==> src/rtl/par_int_host_seq_if.sv <==
// Command/response handshakes and host-side parallel bus pins of par_int_host_seq.
// rsp_err is present only when PAR_INT_HOST_SEQ_RDCHK_EN is defined.
interface par_int_host_seq_if;
  logic       cmd_valid;
  logic       cmd_ready;
  logic       cmd_rd;
  logic [7:0] cmd_data;
  logic       rsp_valid;
  logic       rsp_ready;
  logic [7:0] rsp_data;
`ifdef PAR_INT_HOST_SEQ_RDCHK_EN
  logic       rsp_err;
`endif
  logic       wr_done;
  logic [7:0] pi_dq_out;
  logic       pi_dq_oe;
  logic [7:0] pi_dq_in;
  logic       pi_w_r;

  modport master (
    input  cmd_valid, cmd_rd, cmd_data, rsp_ready, pi_dq_in,
    output cmd_ready, rsp_valid, rsp_data, wr_done, pi_dq_out, pi_dq_oe, pi_w_r
`ifdef PAR_INT_HOST_SEQ_RDCHK_EN
    , output rsp_err
`endif
  );

  modport slave (
    output cmd_valid, cmd_rd, cmd_data, rsp_ready, pi_dq_in,
    input  cmd_ready, rsp_valid, rsp_data, wr_done, pi_dq_out, pi_dq_oe, pi_w_r
`ifdef PAR_INT_HOST_SEQ_RDCHK_EN
    , input rsp_err
`endif
  );
endinterface

==> src/rtl/par_int_host_seq.sv <==
// Host-side bus-cycle sequencer for the 8-bit parallel interface: timed write/read cycles.
// Define PAR_INT_HOST_SEQ_RDCHK_EN to double-sample reads and flag unstable bus data on rsp_err.
module par_int_host_seq #(
  parameter int WR_CYC  = 2,
  parameter int RD_TURN = 2
) (
  input logic                clk,
  input logic                rst,
  par_int_host_seq_if.master bus
);

  typedef enum logic [2:0] {
    ST_IDLE,
    ST_WR_SETUP,
    ST_WR_STROBE,
    ST_WR_RECOV,
    ST_RD_TURN,
    ST_RSP
  } state_t;

  if (WR_CYC < 1 || WR_CYC > 15) begin : g_bad_wr_cyc
    $error("par_int_host_seq: WR_CYC must be within 1..15");
  end
  if (RD_TURN < 1 || RD_TURN > 15) begin : g_bad_rd_turn
    $error("par_int_host_seq: RD_TURN must be within 1..15");
  end
`ifdef PAR_INT_HOST_SEQ_RDCHK_EN
  if (RD_TURN < 2) begin : g_bad_rd_chk
    $error("par_int_host_seq: read check needs RD_TURN >= 2");
  end
`endif

  state_t     state, state_nxt;
  logic [3:0] cnt, cnt_nxt;
  logic       cmd_ready, accept, last_cnt, capture;
  logic       pi_w_r_q, pi_w_r_nxt;
  logic       oe_q, oe_nxt;
  logic       wr_done_q, wr_done_nxt;
  logic       rsp_valid_q, rsp_valid_nxt;
  logic [7:0] dq_out_q, dq_out_nxt;
  logic [7:0] rsp_data_q, rsp_data_nxt;
`ifdef PAR_INT_HOST_SEQ_RDCHK_EN
  logic [7:0] first_q, first_nxt;
  logic       rsp_err_q, rsp_err_nxt;
`endif

  assign cmd_ready = (state == ST_IDLE) && !rsp_valid_q;
  assign accept    = bus.cmd_valid && cmd_ready;
  assign last_cnt  = (cnt == 4'd1);
  assign capture   = (state == ST_RD_TURN) && last_cnt;

  // State, counter and every bus-facing output are registered together.
  always_ff @(posedge clk or posedge rst) begin
    if (rst) begin
      state       <= ST_IDLE;
      cnt         <= 4'd0;
      pi_w_r_q    <= 1'b1;
      oe_q        <= 1'b0;
      wr_done_q   <= 1'b0;
      rsp_valid_q <= 1'b0;
      dq_out_q    <= 8'h00;
      rsp_data_q  <= 8'h00;
`ifdef PAR_INT_HOST_SEQ_RDCHK_EN
      first_q     <= 8'h00;
      rsp_err_q   <= 1'b0;
`endif
    end else begin
      state       <= state_nxt;
      cnt         <= cnt_nxt;
      pi_w_r_q    <= pi_w_r_nxt;
      oe_q        <= oe_nxt;
      wr_done_q   <= wr_done_nxt;
      rsp_valid_q <= rsp_valid_nxt;
      dq_out_q    <= dq_out_nxt;
      rsp_data_q  <= rsp_data_nxt;
`ifdef PAR_INT_HOST_SEQ_RDCHK_EN
      first_q     <= first_nxt;
      rsp_err_q   <= rsp_err_nxt;
`endif
    end
  end

  always_comb begin
    state_nxt = state;
    cnt_nxt   = cnt;
    case (state)
      ST_IDLE: begin
        if (accept) begin
          if (bus.cmd_rd) begin
            state_nxt = ST_RD_TURN;
            cnt_nxt   = 4'(RD_TURN);
          end else begin
            state_nxt = ST_WR_SETUP;
          end
        end
      end
      ST_WR_SETUP: begin
        state_nxt = ST_WR_STROBE;
        cnt_nxt   = 4'(WR_CYC);
      end
      ST_WR_STROBE: begin
        cnt_nxt = cnt - 4'd1;
        if (last_cnt) state_nxt = ST_WR_RECOV;
      end
      ST_WR_RECOV: state_nxt = ST_IDLE;
      ST_RD_TURN: begin
        cnt_nxt = cnt - 4'd1;
        if (last_cnt) state_nxt = ST_RSP;
      end
      ST_RSP: begin
        if (bus.rsp_ready) state_nxt = ST_IDLE;
      end
      default: state_nxt = ST_IDLE;
    endcase
  end

  // Outputs follow the state being entered, so oe rises one cycle before the strobe and falls one after.
  always_comb begin
    pi_w_r_nxt    = (state_nxt != ST_WR_STROBE);
    oe_nxt        = state_nxt inside {ST_WR_SETUP, ST_WR_STROBE, ST_WR_RECOV};
    wr_done_nxt   = (state_nxt == ST_WR_RECOV);
    rsp_valid_nxt = (state_nxt == ST_RSP);
    dq_out_nxt    = dq_out_q;
    if ((state == ST_IDLE) && (state_nxt == ST_WR_SETUP)) dq_out_nxt = bus.cmd_data;
    rsp_data_nxt  = rsp_data_q;
    if (capture) rsp_data_nxt = bus.pi_dq_in;
`ifdef PAR_INT_HOST_SEQ_RDCHK_EN
    first_nxt = first_q;
    if ((state == ST_RD_TURN) && (cnt == 4'd2)) first_nxt = bus.pi_dq_in;
    rsp_err_nxt = rsp_err_q && (state_nxt == ST_RSP);
    if (capture) rsp_err_nxt = (first_q != bus.pi_dq_in);
`endif
  end

  assign bus.cmd_ready = cmd_ready;
  assign bus.pi_w_r    = pi_w_r_q;
  assign bus.pi_dq_oe  = oe_q;
  assign bus.pi_dq_out = dq_out_q;
  assign bus.wr_done   = wr_done_q;
  assign bus.rsp_valid = rsp_valid_q;
  assign bus.rsp_data  = rsp_data_q;
`ifdef PAR_INT_HOST_SEQ_RDCHK_EN
  assign bus.rsp_err   = rsp_err_q;
`endif

endmodule

==> src/flat_wrapper.sv <==
// flat-port wrapper written by rule: the top's interface ports become plain ports
module par_int_host_seq_flat 
#(
  parameter int WR_CYC  = 2,
  parameter int RD_TURN = 2
)
  (clk, rst, bus_cmd_valid, bus_cmd_rd, bus_cmd_data, bus_rsp_ready, bus_pi_dq_in, bus_cmd_ready, bus_rsp_valid, bus_rsp_data, bus_wr_done, bus_pi_dq_out, bus_pi_dq_oe, bus_pi_w_r);
  par_int_host_seq_if bus_i ();
  input logic clk;
  input logic rst;
  input wire logic [$bits(bus_i.cmd_valid)-1:0] bus_cmd_valid;
  input wire logic [$bits(bus_i.cmd_rd)-1:0] bus_cmd_rd;
  input wire logic [$bits(bus_i.cmd_data)-1:0] bus_cmd_data;
  input wire logic [$bits(bus_i.rsp_ready)-1:0] bus_rsp_ready;
  input wire logic [$bits(bus_i.pi_dq_in)-1:0] bus_pi_dq_in;
  output wire logic [$bits(bus_i.cmd_ready)-1:0] bus_cmd_ready;
  output wire logic [$bits(bus_i.rsp_valid)-1:0] bus_rsp_valid;
  output wire logic [$bits(bus_i.rsp_data)-1:0] bus_rsp_data;
  output wire logic [$bits(bus_i.wr_done)-1:0] bus_wr_done;
  output wire logic [$bits(bus_i.pi_dq_out)-1:0] bus_pi_dq_out;
  output wire logic [$bits(bus_i.pi_dq_oe)-1:0] bus_pi_dq_oe;
  output wire logic [$bits(bus_i.pi_w_r)-1:0] bus_pi_w_r;
  assign bus_i.cmd_valid = bus_cmd_valid;
  assign bus_i.cmd_rd = bus_cmd_rd;
  assign bus_i.cmd_data = bus_cmd_data;
  assign bus_i.rsp_ready = bus_rsp_ready;
  assign bus_i.pi_dq_in = bus_pi_dq_in;
  assign bus_cmd_ready = bus_i.cmd_ready;
  assign bus_rsp_valid = bus_i.rsp_valid;
  assign bus_rsp_data = bus_i.rsp_data;
  assign bus_wr_done = bus_i.wr_done;
  assign bus_pi_dq_out = bus_i.pi_dq_out;
  assign bus_pi_dq_oe = bus_i.pi_dq_oe;
  assign bus_pi_w_r = bus_i.pi_w_r;
  par_int_host_seq #(.WR_CYC(WR_CYC), .RD_TURN(RD_TURN)) u_core (.clk(clk), .rst(rst), .bus(bus_i));
endmodule
==> config.mk <==
export PLATFORM = sky130hd
export DESIGN_NAME = par_int_host_seq_flat
export DESIGN_NICKNAME = d
export VERILOG_FILES = /design/src/rtl/par_int_host_seq_if.sv /design/src/rtl/par_int_host_seq.sv /design/src/flat_wrapper.sv
export SDC_FILE = /design/constraint.sdc
export NUM_CORES = 1
export LEC_CHECK = 0
export CAP_MARGIN = 0
export CELL_PAD_IN_SITES_DETAIL_PLACEMENT = 0
export CELL_PAD_IN_SITES_GLOBAL_PLACEMENT = 1
export CORE_MARGIN = 3
export CORE_UTILIZATION = 34
export CTS_CLUSTER_DIAMETER = 50
export CTS_CLUSTER_SIZE = 28
export DETAILED_ROUTE_END_ITERATION = 7
export GPL_TIMING_DRIVEN = 0
export HOLD_SLACK_MARGIN = 0.08
export PLACE_DENSITY_LB_ADDON = 0.1
export SYNTH_ARGS = -nofsm -noshare
export SYNTH_HDL_FRONTEND = slang
export SYNTH_SLANG_ARGS = --single-unit
==> constraint.sdc <==
create_clock -name clk -period 1.8 [get_ports clk]
set_input_delay 0.45 -clock clk [delete_from_list [all_inputs] [get_ports clk]]
set_output_delay 0.45 -clock clk [all_outputs]
set_load 0.02 [all_outputs]
; After elaboration in Yosys (flattened, before gate mapping)
; Index checks and enable logic that the tools add are counted.
[word_totals]
inputBits = 21
ramBits = 0
latchBits = 0
reg_bits = 27
elab_cells = 40
romBits = 0
n_memories = 0
[classes]
n_mux = 9
n_lt_le_gt_ge = 0
mul = 0
add_sub_neg = 1
div = 0
bitwise_logic = 0
n_reduce_logical = 10
shift = 0
eq_ne = 12
[ops]
columns = operator, n
row1 = 2-to-1 mux 3 bit, 5
row2 = one-hot mux 3 bit (5 select lines), 1
row3 = one-hot mux 4 bit (3 select lines), 1
row4 = "equality test 3 x 2 -> 1 bit, second input constant", 3
row5 = "equality test 3 bit, second input constant", 3
row6 = 2-to-1 mux 4 bit, 2
row7 = "equality test 3 x 1 -> 1 bit, second input constant", 2
row8 = nonzero test 3 bit, 2
row9 = "equality test 4 x 1 -> 1 bit, second input constant", 1
row10 = logical AND 1 bit, 4
row11 = "subtractor 4 x 1 -> 4 bit, second input constant", 1
row12 = zero test 3 bit, 1
row13 = "!= test 3 x 2 -> 1 bit, second input constant", 1
row14 = AND reduction 3 bit, 1
row15 = "!= test 2 x 1 -> 1 bit, second input constant", 1
row16 = "!= test 2 bit, second input constant", 1
row17 = OR reduction 2 bit, 1
row18 = zero test 1 bit, 1

; Longest topological paths before layout
; Gate-level depths: netlist of the first run.
[logic_depth]
depth_word = 7
depth_mapped = 5
depth_no_buf = 5

; Worst setup path after synthesis of the first run
; No wires, ideal clock.
[synth_path]
kind = flip-flop to flip-flop
startpoint = register u_core.state[1]
endpoint = register u_core.dq_out_q[0] (netlist: u_core.bus.pi_dq_out[0])
slack_ns = 0.205
arrival_ns = 1.471
path_stages_with_launch = 5
required_ns = 1.675
period_less_slack_ns = 1.595
cell_sequence = dfrtp_1 -> buf_6 -> nor4_4 -> nand3_4 -> mux2_2
[synth_via]
elab_chain_len = 7
[synth_rtl]
columns = element, line
row1 = start: declaration, par_int_host_seq.sv:33  ; state_t state, state_nxt;
row2 = start signal: assignment, par_int_host_seq.sv:68  ; state <= state_nxt;
row3 = zero test 3 bit, par_int_host_seq.sv:47  ; assign cmd_ready = (state == ST_IDLE) && !rsp_valid_q;
row4 = logical AND 1 bit, par_int_host_seq.sv:47
row5 = via bus_cmd_ready, flat_wrapper.sv:16  ; output wire logic [$bits(bus_i.cmd_ready)-1:0] bus_cmd_ready;
row6 = logical AND 1 bit, par_int_host_seq.sv:48  ; assign accept = bus.cmd_valid && cmd_ready;
row7 = 2-to-1 mux 3 bit, par_int_host_seq.sv:88  ; if (accept) begin
row8 = one-hot mux 3 bit (5 select lines), par_int_host_seq.sv:86  ; case (state)
row9 = equality test 3 x 1 -> 1 bit, par_int_host_seq.sv:124  ; if ((state == ST_IDLE) && (state_nxt == ST_WR_SETUP)) dq_out_nxt = bus.cmd_data;
row10 = logical AND 1 bit, par_int_host_seq.sv:124
row11 = end signal: assignment, par_int_host_seq.sv:74  ; dq_out_q <= dq_out_nxt;
row12 = end: declaration, par_int_host_seq.sv:40  ; logic [7:0] dq_out_q, dq_out_nxt;
; The timed path passes the listed nets, and every way through them passes these cells.
; A chain may end at the register's enable or synchronous reset.

; Worst setup path in the final report of the first run
[layout_path]
startpoint = register u_core.state[1]
endpoint = output port bus_cmd_ready
[layout_via]
elab_chain_len = 2
[layout_rtl]
columns = element, line
row1 = zero test 3 bit, par_int_host_seq.sv:47
row2 = logical AND 1 bit, par_int_host_seq.sv:47
row3 = end: declaration, flat_wrapper.sv:16
; No other way between the ends.

==> results of run 1 <==
cell families after synthesis:
logic type                 count (synthesis)
buffers and inverters                     11
DFF                                       27
AOI/OAI and AO/OA                         14
adders and majority gates                  3
and+or+nand+nor                           18
xor gates and xnor gates                   1
muxes                                     17
synthesized netlist by cell type:
| library cell | n |
|---|---|
| o31ai_1 | 1 |
| a21o_1 | 1 |
| nor3b_1 | 1 |
| nor2_1 | 2 |
| maj3_1 | 1 |
| o21ai_0 | 4 |
| or3_1 | 2 |
| dfrtp_1 | 26 |
| a2bb2oi_1 | 1 |
| a21oi_1 | 2 |
| buf_2 | 2 |
| nand3_4 | 1 |
| o311ai_2 | 1 |
| or3b_2 | 1 |
| nand2b_1 | 4 |
| or4_1 | 1 |
| a211o_1 | 2 |
| nand3_1 | 1 |
| nand3b_1 | 1 |
| nor3_1 | 1 |
| dfstp_2 | 1 |
| buf_6 | 1 |
| xnor2_1 | 1 |
| a31oi_1 | 1 |
| nor4_4 | 1 |
| nand2_1 | 1 |
| or2b_1 | 1 |
| a31o_2 | 1 |
| inv_1 | 8 |
| mux2_2 | 17 |
| ha_1 | 2 |
power by group through the flow:
stage	Sequential (W)	Clock [W]	Combinational (W)
after floorplan	0.00129	0	0.000600
after global placement	0.00103	0	0.00143
after detailed placement	0.00105	0	0.00144
after CTS	0.00103	0.000280	0.00145
after global routing	0.00107	0.000312	0.00153
final	0.00103	0.000261	0.00141
layer usage:
layer	wire length, um	GRT usage (%)
met1	1100	15.2
met5	0	0
met3	99	2.39
met2	1110	19.2
met4	17	5.44
registers in the layout (all words and copies together) (netlist names):
signal / flops
u_core.bus.pi_dq_out: 8
u_core.bus.rsp_data: 8
u_core.cnt: 4
u_core.state: 3
u_core.bus.pi_dq_oe: 1
u_core.bus.pi_w_r: 1
u_core.bus.rsp_valid: 1
u_core.bus.wr_done: 1
timing repair:
item	CTS	global route
setup buffers	0	2
gates resized for setup	9	17
setup endpoints to repair	3	24
pin swaps	1	1
through the flow:
stage | power [W] | std cells | instance area [um2] | worst slack [ns] | hold slack, ns
after global routing | 0.00291 | 182 | 1760 | -0.0800 | 0.546
final | 0.00271 | 182 | 1760 | -0.0175 | 0.517
after detailed placement | 0.00249 | 176 | 1670 | -0.203 | 0.492
after CTS | 0.00276 | 180 | 1700 | -0.0659 | 0.525
after global placement | 0.00246 | 176 | 1670 | -0.180 | 0.485
after floorplan | 0.00189 | 91 | 1200 | 0.205 | 0.502
critical path: cells and delay by family, from the launching register on:
| family | cells | cell delay (ns) |
|---|---|---|
| and+or+nand+nor | 1 | 0.31 |
| buffers and inverters | 2 | 0.33 |
| DFF | 1 | 0.40 |
path summary, 6_finish.rpt:
kind,slack [ns],start,end,cells after the start
setup / recovery,-0.02,u_core.state[1],bus_cmd_ready,3
hold / removal,0.52,u_core.bus.rsp_data[2],u_core.bus.rsp_data[2],1
setup reg to reg,0.10,u_core.cnt[1],u_core.state[0],5
hold reg to reg,0.52,u_core.bus.rsp_data[2],u_core.bus.rsp_data[2],1
max in group asynchronous,0.53,rst,u_core.bus.rsp_data[6],2
min in group asynchronous,0.66,rst,u_core.bus.pi_dq_out[7],2
placed cells by master, fill, tap and decap left out, types with 2 or more instances in the layout:
cell	n
nand2b_1	4
clkdlybuf4s50_1	24
a211o_1	2
or3_1	2
dlymetal6s2s_1	14
a21oi_1	2
o21ai_0	4
dfrtp_1	26
mux2_2	17
ha_1	2
buf_4	3
nor2_1	2
buf_6	2
dlygate4sd2_1	2
inv_1	7
clkbuf_4	3
area by class of cell:
| type | count | share of cell area (%) |
|---|---|---|
| Multi-Input combinational cell | 53 | 27.6 |
| Buffer | 3 | 1.57 |
| Clock buffer | 3 | 1.28 |
| Inverter | 8 | 1.71 |
| Tap cell | 44 | 3.13 |
| Timing Repair Buffer | 43 | 25.9 |
| Sequential cell | 27 | 38.5 |
| Clock inverter | 1 | 0.285 |
==> impl_metrics.xml, run 1 <==
<?xml version="1.0" encoding="UTF-8"?>
<metrics>
  <group name="sta">
    <metric name="unrepaired_setup_endpoints_after_global_routing" unit="">true</metric>
    <metric name="timing.final.crit_share" unit="%">101</metric>
    <metric name="slew_violations" unit="">0</metric>
    <metric name="worst-slew-pin-transition" unit="ns">1.01</metric>
    <metric name="setup_viol" unit="">1</metric>
    <metric name="layout_setup_ws" unit="ns">-0.0175</metric>
    <metric name="finalClockSkew" unit="ns">0.00854</metric>
    <metric name="min_period" unit="ns">1.82</metric>
    <metric name="slew_headroom" unit="%">32.6</metric>
    <metric name="timing.fmax" unit="GHz">0.550</metric>
    <metric name="tns" unit="ns">-0.0175</metric>
    <metric name="finalHoldViolations" unit="">0</metric>
  </group>
  <group name="final_layout">
    <metric name="final_design_utilization" unit="%">54.8</metric>
    <metric name="insertedDiodeCount" unit="">0</metric>
    <metric name="syn_to_final_growth" unit="%">46.1</metric>
    <metric name="fill_cell_total_of_the_finished_layout" unit="">281</metric>
    <metric name="num-nets-final" unit="">162</metric>
    <metric name="drive_above_1_share" unit="%">26.1</metric>
    <metric name="multi_input_area" unit="um2">484</metric>
    <metric name="ff_latch_area" unit="um2">677</metric>
  </group>
  <group name="floorplanning">
    <metric name="die_area" unit="mm2">0.00429</metric>
    <metric name="die_w" unit="um">65.5</metric>
    <metric name="num_rows" unit="">20</metric>
    <metric name="floorplan.initialDensity" unit="%">37.5</metric>
    <metric name="die_height" unit="um">65.5</metric>
    <metric name="io_pins" unit="">42</metric>
    <metric name="floorplan.core_area" unit="mm2">0.00320</metric>
  </group>
  <group name="setup_path">
    <metric name="crit_arrival" unit="ns">1.37</metric>
    <metric name="timing.critical_path.cells" unit="">buf_6, nor4_4, buf_4</metric>
    <metric name="critPathCaptureType" unit="">primary output</metric>
    <metric name="worst_path_max_delay_cell" unit="">dfrtp_1</metric>
    <metric name="critical-path-max-stage-delay" unit="ns">0.40</metric>
    <metric name="timing.setup.critical_path_class" unit="">reg2out</metric>
    <metric name="required" unit="ns">1.35</metric>
    <metric name="startpoint_type" unit="">flop</metric>
    <metric name="timing.critical_path.fanout_max" unit="">3</metric>
  </group>
  <group name="synth">
    <metric name="post_synth_instance_area" unit="mm2">0.00120</metric>
    <metric name="synth_seq_cells" unit="">27</metric>
    <metric name="synth_area_leaders" unit="">dfrtp_1 54%, mux2_2 16%, inv_1 2.5%</metric>
    <metric name="synth.avg_cell_area" unit="um2">13.2</metric>
    <metric name="synthesized_area_fraction_occupied_by_ao_oa_aoi_and_oai_cells" unit="%">8.53</metric>
    <metric name="post_synth_xor_area_fraction" unit="%">0.728</metric>
    <metric name="yosys.area_share.adder" unit="%">2.91</metric>
    <metric name="combinational_family_with_the_most_area_after_synthesis" unit="">multiplexers</metric>
    <metric name="synth_top_cell_area_share" unit="%">54.1</metric>
    <metric name="synth_cells" unit="">91</metric>
    <metric name="synth_sequential_area_ratio" unit="%">56.3</metric>
    <metric name="yosys_warnings" unit="">0</metric>
    <metric name="post_synth_mux_area_share" unit="%">15.9</metric>
    <metric name="synth_area_in_simple_gates" unit="%">11.3</metric>
    <metric name="synthDominantAreaCellType" unit="">dfrtp_1</metric>
    <metric name="synth_cell_type_count" unit="">31</metric>
    <metric name="syn_nets" unit="">114</metric>
  </group>
  <group name="cts">
    <metric name="tritoncts_num_sinks" unit="">27</metric>
    <metric name="clkLatencyLatePin" unit="ns">0.32</metric>
    <metric name="clock_tree.root_cell" unit="">clkbuf_4</metric>
    <metric name="htreeDepth" unit="">1</metric>
    <metric name="cts.hold.buffers_added" unit="">0</metric>
    <metric name="tritoncts.num_buffers" unit="">3</metric>
    <metric name="path_clk_slew" unit="ns">0.15</metric>
    <metric name="tritoncts" unit="">built</metric>
    <metric name="max_clock_buf_depth" unit="">2</metric>
  </group>
  <group name="detailed_routing">
    <metric name="avgRoutedWirePerCell" unit="um">12.8</metric>
    <metric name="post_drt_via_cell_ratio" unit="">4.57</metric>
    <metric name="num_vias" unit="">832</metric>
    <metric name="finalWirelength" unit="um">2330</metric>
    <metric name="drt_first_iter_violations" unit="">12</metric>
    <metric name="final_antenna_net_count" unit="">0</metric>
    <metric name="first_pass_iters" unit="">4</metric>
    <metric name="drcViolationCount" unit="">0</metric>
  </group>
  <group name="place">
    <metric name="dpl.hpwl" unit="um">1740</metric>
    <metric name="io_buffer_count" unit="">41</metric>
    <metric name="routabilityCongestion" unit="">0.726</metric>
  </group>
  <group name="global_route">
    <metric name="grt_util_all_layers" unit="%">11.9</metric>
    <metric name="antenna_found_initial" unit="">0</metric>
    <metric name="global_route.overflow_total" unit="">0</metric>
    <metric name="first_pass_grt_wire_length" unit="um">3890</metric>
    <metric name="pin_count_of_the_biggest_net_entering_global_routing" unit="">28</metric>
    <metric name="grt_pass1_vias" unit="">848</metric>
  </group>
  <group name="power_and_ir_drop">
    <metric name="switching_power" unit="W">0.00101</metric>
    <metric name="p_int" unit="W">0.00170</metric>
    <metric name="combPwrFrac" unit="%">52.3</metric>
    <metric name="power.share.sequential" unit="%">38.0</metric>
    <metric name="power_frac_clock" unit="%">9.7</metric>
    <metric name="leakagePower" unit="nW">0.891</metric>
    <metric name="peakVddDrop" unit="uV">654</metric>
    <metric name="power.switching_fraction" unit="%">37.2</metric>
    <metric name="p_per_area" unit="mW/mm2">1540</metric>
  </group>
  <group name="flow_run">
    <metric name="cap_viol_max_count" unit="">0</metric>
  </group>
  <group name="min_path">
    <metric name="holdCritPathClass" unit="">reg2reg</metric>
  </group>
  <group name="outcome">
    <metric name="run_status" unit="">complete, but fails checks</metric>
    <metric name="violations" unit="">setup timing</metric>
  </group>
</metrics>
(Power assumes the default switching activity.)
==> inputs of run 2 (changes only) <==
--- a/config.mk
+++ b/config.mk
@@ -8,6 +8,7 @@
 export CAP_MARGIN = 0
 export CELL_PAD_IN_SITES_DETAIL_PLACEMENT = 0
 export CELL_PAD_IN_SITES_GLOBAL_PLACEMENT = 1
+export CORE_ASPECT_RATIO = 1.1
 export CORE_MARGIN = 3
 export CORE_UTILIZATION = 34
 export CTS_CLUSTER_DIAMETER = 50
@@ -16,6 +17,7 @@
 export GPL_TIMING_DRIVEN = 0
 export HOLD_SLACK_MARGIN = 0.08
 export PLACE_DENSITY_LB_ADDON = 0.1
+export SETUP_SLACK_MARGIN = 0.4
 export SYNTH_ARGS = -nofsm -noshare
 export SYNTH_HDL_FRONTEND = slang
 export SYNTH_SLANG_ARGS = --single-unit
==> run 2 against run 1 <==
Effect of this change:
- the flow now finishes without violations
- core utilization is 0.71 points lower
- sequential share of layout area is 1.2 points lower
- largest power group unchanged
- critical path type unchanged
- final cell count is 7.7% higher
- fmax is 7.3% higher
- die area hardly changed
- design area is 3.5% higher
- sequential power hardly changed
- clock skew is 0.0045 ns lower
==> impl_metrics.xml, run 2 (same netlist as run 1, synthesis figures left out) <==
<?xml version="1.0" encoding="UTF-8"?>
<metrics>
  <group name="sta">
    <metric name="finalHoldViolations" unit="">0</metric>
    <metric name="setup_viol" unit="">0</metric>
    <metric name="slew_violations" unit="">0</metric>
    <metric name="unrepaired_setup_endpoints_after_global_routing" unit="">true</metric>
    <metric name="timing.final.crit_share" unit="%">94.1</metric>
    <metric name="slew_headroom" unit="%">60.8</metric>
    <metric name="timing.fmax" unit="GHz">0.590</metric>
    <metric name="worst-slew-pin-transition" unit="ns">0.588</metric>
    <metric name="tns" unit="ns">0</metric>
    <metric name="finalClockSkew" unit="ns">0.00409</metric>
    <metric name="min_period" unit="ns">1.69</metric>
  </group>
  <group name="floorplanning">
    <metric name="die_area" unit="mm2">0.00429</metric>
    <metric name="die_w" unit="um">62.7</metric>
    <metric name="floorplan.initialDensity" unit="%">35.8</metric>
    <metric name="die_height" unit="um">68.4</metric>
    <metric name="floorplan.core_area" unit="mm2">0.00336</metric>
    <metric name="io_pins" unit="">42</metric>
    <metric name="num_rows" unit="">22</metric>
  </group>
  <group name="setup_path">
    <metric name="timing.critical_path.from" unit="">u_core.state[1]</metric>
    <metric name="critPathCaptureType" unit="">primary output</metric>
    <metric name="startpoint_type" unit="">flop</metric>
    <metric name="critical-path-max-stage-delay" unit="ns">0.40</metric>
    <metric name="timing.setup.critical_path_class" unit="">reg2out</metric>
    <metric name="worst_path_max_delay_cell" unit="">dfrtp_1</metric>
    <metric name="required" unit="ns">1.35</metric>
    <metric name="timing.critical_path.max_delay_family" unit="">flip-flops</metric>
    <metric name="crit-reg2reg-launch" unit="">u_core.cnt[1]</metric>
    <metric name="ff2ff_setup_slack" unit="ns">0.23</metric>
    <metric name="timing.critical_path.cells" unit="">buf_6, nor4_4, buf_4</metric>
    <metric name="cp_num_buf_inv" unit="">2</metric>
    <metric name="crit_arrival" unit="ns">1.24</metric>
    <metric name="worstReg2RegEnd" unit="">u_core.state[0]</metric>
    <metric name="r2r_cells" unit="">5</metric>
    <metric name="timing.critical_path.fanout_max" unit="">2</metric>
  </group>
  <group name="final_layout">
    <metric name="num-nets-final" unit="">172</metric>
    <metric name="insertedDiodeCount" unit="">0</metric>
    <metric name="fill_cell_total_of_the_finished_layout" unit="">325</metric>
    <metric name="final_cell_mix" unit="">25 x dfrtp_1, 19 x buf_2, 19 x clkdlybuf4s50_1, 15 x mux2_2, 10 x buf_4</metric>
    <metric name="syn_to_final_growth" unit="%">51.2</metric>
    <metric name="final_design_utilization" unit="%">54.1</metric>
    <metric name="most_common_cell_after_layout_fill_and_taps_aside" unit="">dfrtp_1</metric>
    <metric name="drive_above_1_share" unit="%">50.7</metric>
  </group>
  <group name="global_route">
    <metric name="grt_pass1_vias" unit="">900</metric>
    <metric name="antenna_found_initial" unit="">0</metric>
    <metric name="global_route.overflow_total" unit="">0</metric>
    <metric name="first_pass_grt_wire_length" unit="um">4420</metric>
    <metric name="pin_count_of_the_biggest_net_entering_global_routing" unit="">28</metric>
    <metric name="grt_util_all_layers" unit="%">13.5</metric>
  </group>
  <group name="cts">
    <metric name="path_clk_slew" unit="ns">0.15</metric>
    <metric name="tritoncts_num_sinks" unit="">27</metric>
    <metric name="max_clock_buf_depth" unit="">2</metric>
    <metric name="htreeDepth" unit="">1</metric>
    <metric name="clkLatencyLatePin" unit="ns">0.33</metric>
    <metric name="cts.hold.buffers_added" unit="">0</metric>
    <metric name="tritoncts" unit="">built</metric>
    <metric name="clock_tree.root_cell" unit="">clkbuf_4</metric>
    <metric name="tritoncts.num_buffers" unit="">3</metric>
  </group>
  <group name="power_and_ir_drop">
    <metric name="p_int" unit="W">0.00175</metric>
    <metric name="combPwrFrac" unit="%">54.7</metric>
    <metric name="power.share.sequential" unit="%">35.9</metric>
    <metric name="peakVddDrop" unit="uV">548</metric>
    <metric name="power_frac_clock" unit="%">9.4</metric>
    <metric name="power.switching_fraction" unit="%">39.5</metric>
    <metric name="p_per_area" unit="mW/mm2">1600</metric>
    <metric name="switching_power" unit="W">0.00115</metric>
    <metric name="leakagePower" unit="nW">0.834</metric>
  </group>
  <group name="detailed_routing">
    <metric name="num_vias" unit="">903</metric>
    <metric name="drt_first_iter_violations" unit="">34</metric>
    <metric name="drcViolationCount" unit="">0</metric>
    <metric name="first_pass_iters" unit="">3</metric>
    <metric name="post_drt_via_cell_ratio" unit="">4.61</metric>
    <metric name="final_antenna_net_count" unit="">0</metric>
    <metric name="finalWirelength" unit="um">2710</metric>
    <metric name="avgRoutedWirePerCell" unit="um">13.8</metric>
  </group>
  <group name="flow_run">
    <metric name="cap_viol_max_count" unit="">0</metric>
  </group>
  <group name="place">
    <metric name="io_buffer_count" unit="">41</metric>
    <metric name="dpl.hpwl" unit="um">1750</metric>
    <metric name="routabilityCongestion" unit="">0.772</metric>
  </group>
  <group name="outcome">
    <metric name="run_status" unit="">complete, no violations</metric>
  </group>
  <group name="min_path">
    <metric name="holdCritPathClass" unit="">in2async</metric>
  </group>
</metrics>
run 2: cell types whose count changed in the layout (fill, tap and decap cells not counted), moves of 2 or more:
cell | before | now
buf_4 | 3 | 10
buf_2 | 1 | 19
dlymetal6s2s_1 | 14 | 1
buf_6 | 2 | 6
clkdlybuf4s50_1 | 24 | 19
o21ai_1 | 0 | 2
o21ai_0 | 4 | 1
nand3_4 | 1 | 3
dlygate4sd2_1 | 2 | 0
mux2_2 | 17 | 15
mux2_4 | 0 | 2
run 2: per-layer routing:
layer	global-route usage (%)	vias to the layer above	share of wire, %
met4	6.61	0	1.8
met5	0	-	0
met2	23.6	25	50
met3	3.61	5	5.8
met1	15.5	439	42
li1	-	434	-
run 2: power groups by stage:
stage / sequential, W / combinational, W / clock (W)
global placement: 0.00104 / 0.00145 / 0
floorplan: 0.00129 / 0.000622 / 0
global route: 0.00107 / 0.00172 / 0.000301
detailed placement: 0.00105 / 0.00147 / 0
finish: 0.00104 / 0.00159 / 0.000272
CTS: 0.00104 / 0.00150 / 0.000287
run 2: layout make-up:
type / instances / area (um2) / area share [%]
flip-flops and latches: 27 / 678 / 37.3
plain buffers: 3 / 27.5 / 1.51
clock buffers: 4 / 26.3 / 1.45
multi-input cells: 54 / 579 / 31.9
well taps: 48 / 60.1 / 3.30
repair buffers: 52 / 413 / 22.7
inverters: 8 / 33.8 / 1.86
run 2: metrics by stage:
stage | power [W] | setup slack (ns) | hold slack, ns | instance area (um2) | instances
final | 0.00290 | 0.106 | 0.505 | 1820 | 196
after detailed placement | 0.00252 | -0.177 | 0.492 | 1690 | 180
after CTS | 0.00282 | 0.0817 | 0.520 | 1750 | 191
after floorplan | 0.00191 | 0.222 | 0.502 | 1220 | 91
after global routing | 0.00309 | 0.0430 | 0.538 | 1820 | 196
after global placement | 0.00249 | -0.159 | 0.485 | 1690 | 180
run 2: worst max path at each step:
stage,end,slack [ns],cells past startpoint
6_report,bus_cmd_ready,0.11,3
3_3_place_gp,bus_cmd_ready,-0.16,3
5_1_grt,bus_cmd_ready,0.04,3
3_5_place_dp,bus_cmd_ready,-0.18,3
4_1_cts,bus_cmd_ready,0.08,3
2_1_floorplan,u_core.bus.pi_dq_out[0],0.22,4
run 2: what timing repair did:
item                                    4_1_cts  5_1_grt
buffers inserted                              6        5
endpoints found under the setup margin       44       53
resized for setup                           107        7
cloned                                        1        0
pin swaps                                     3        4
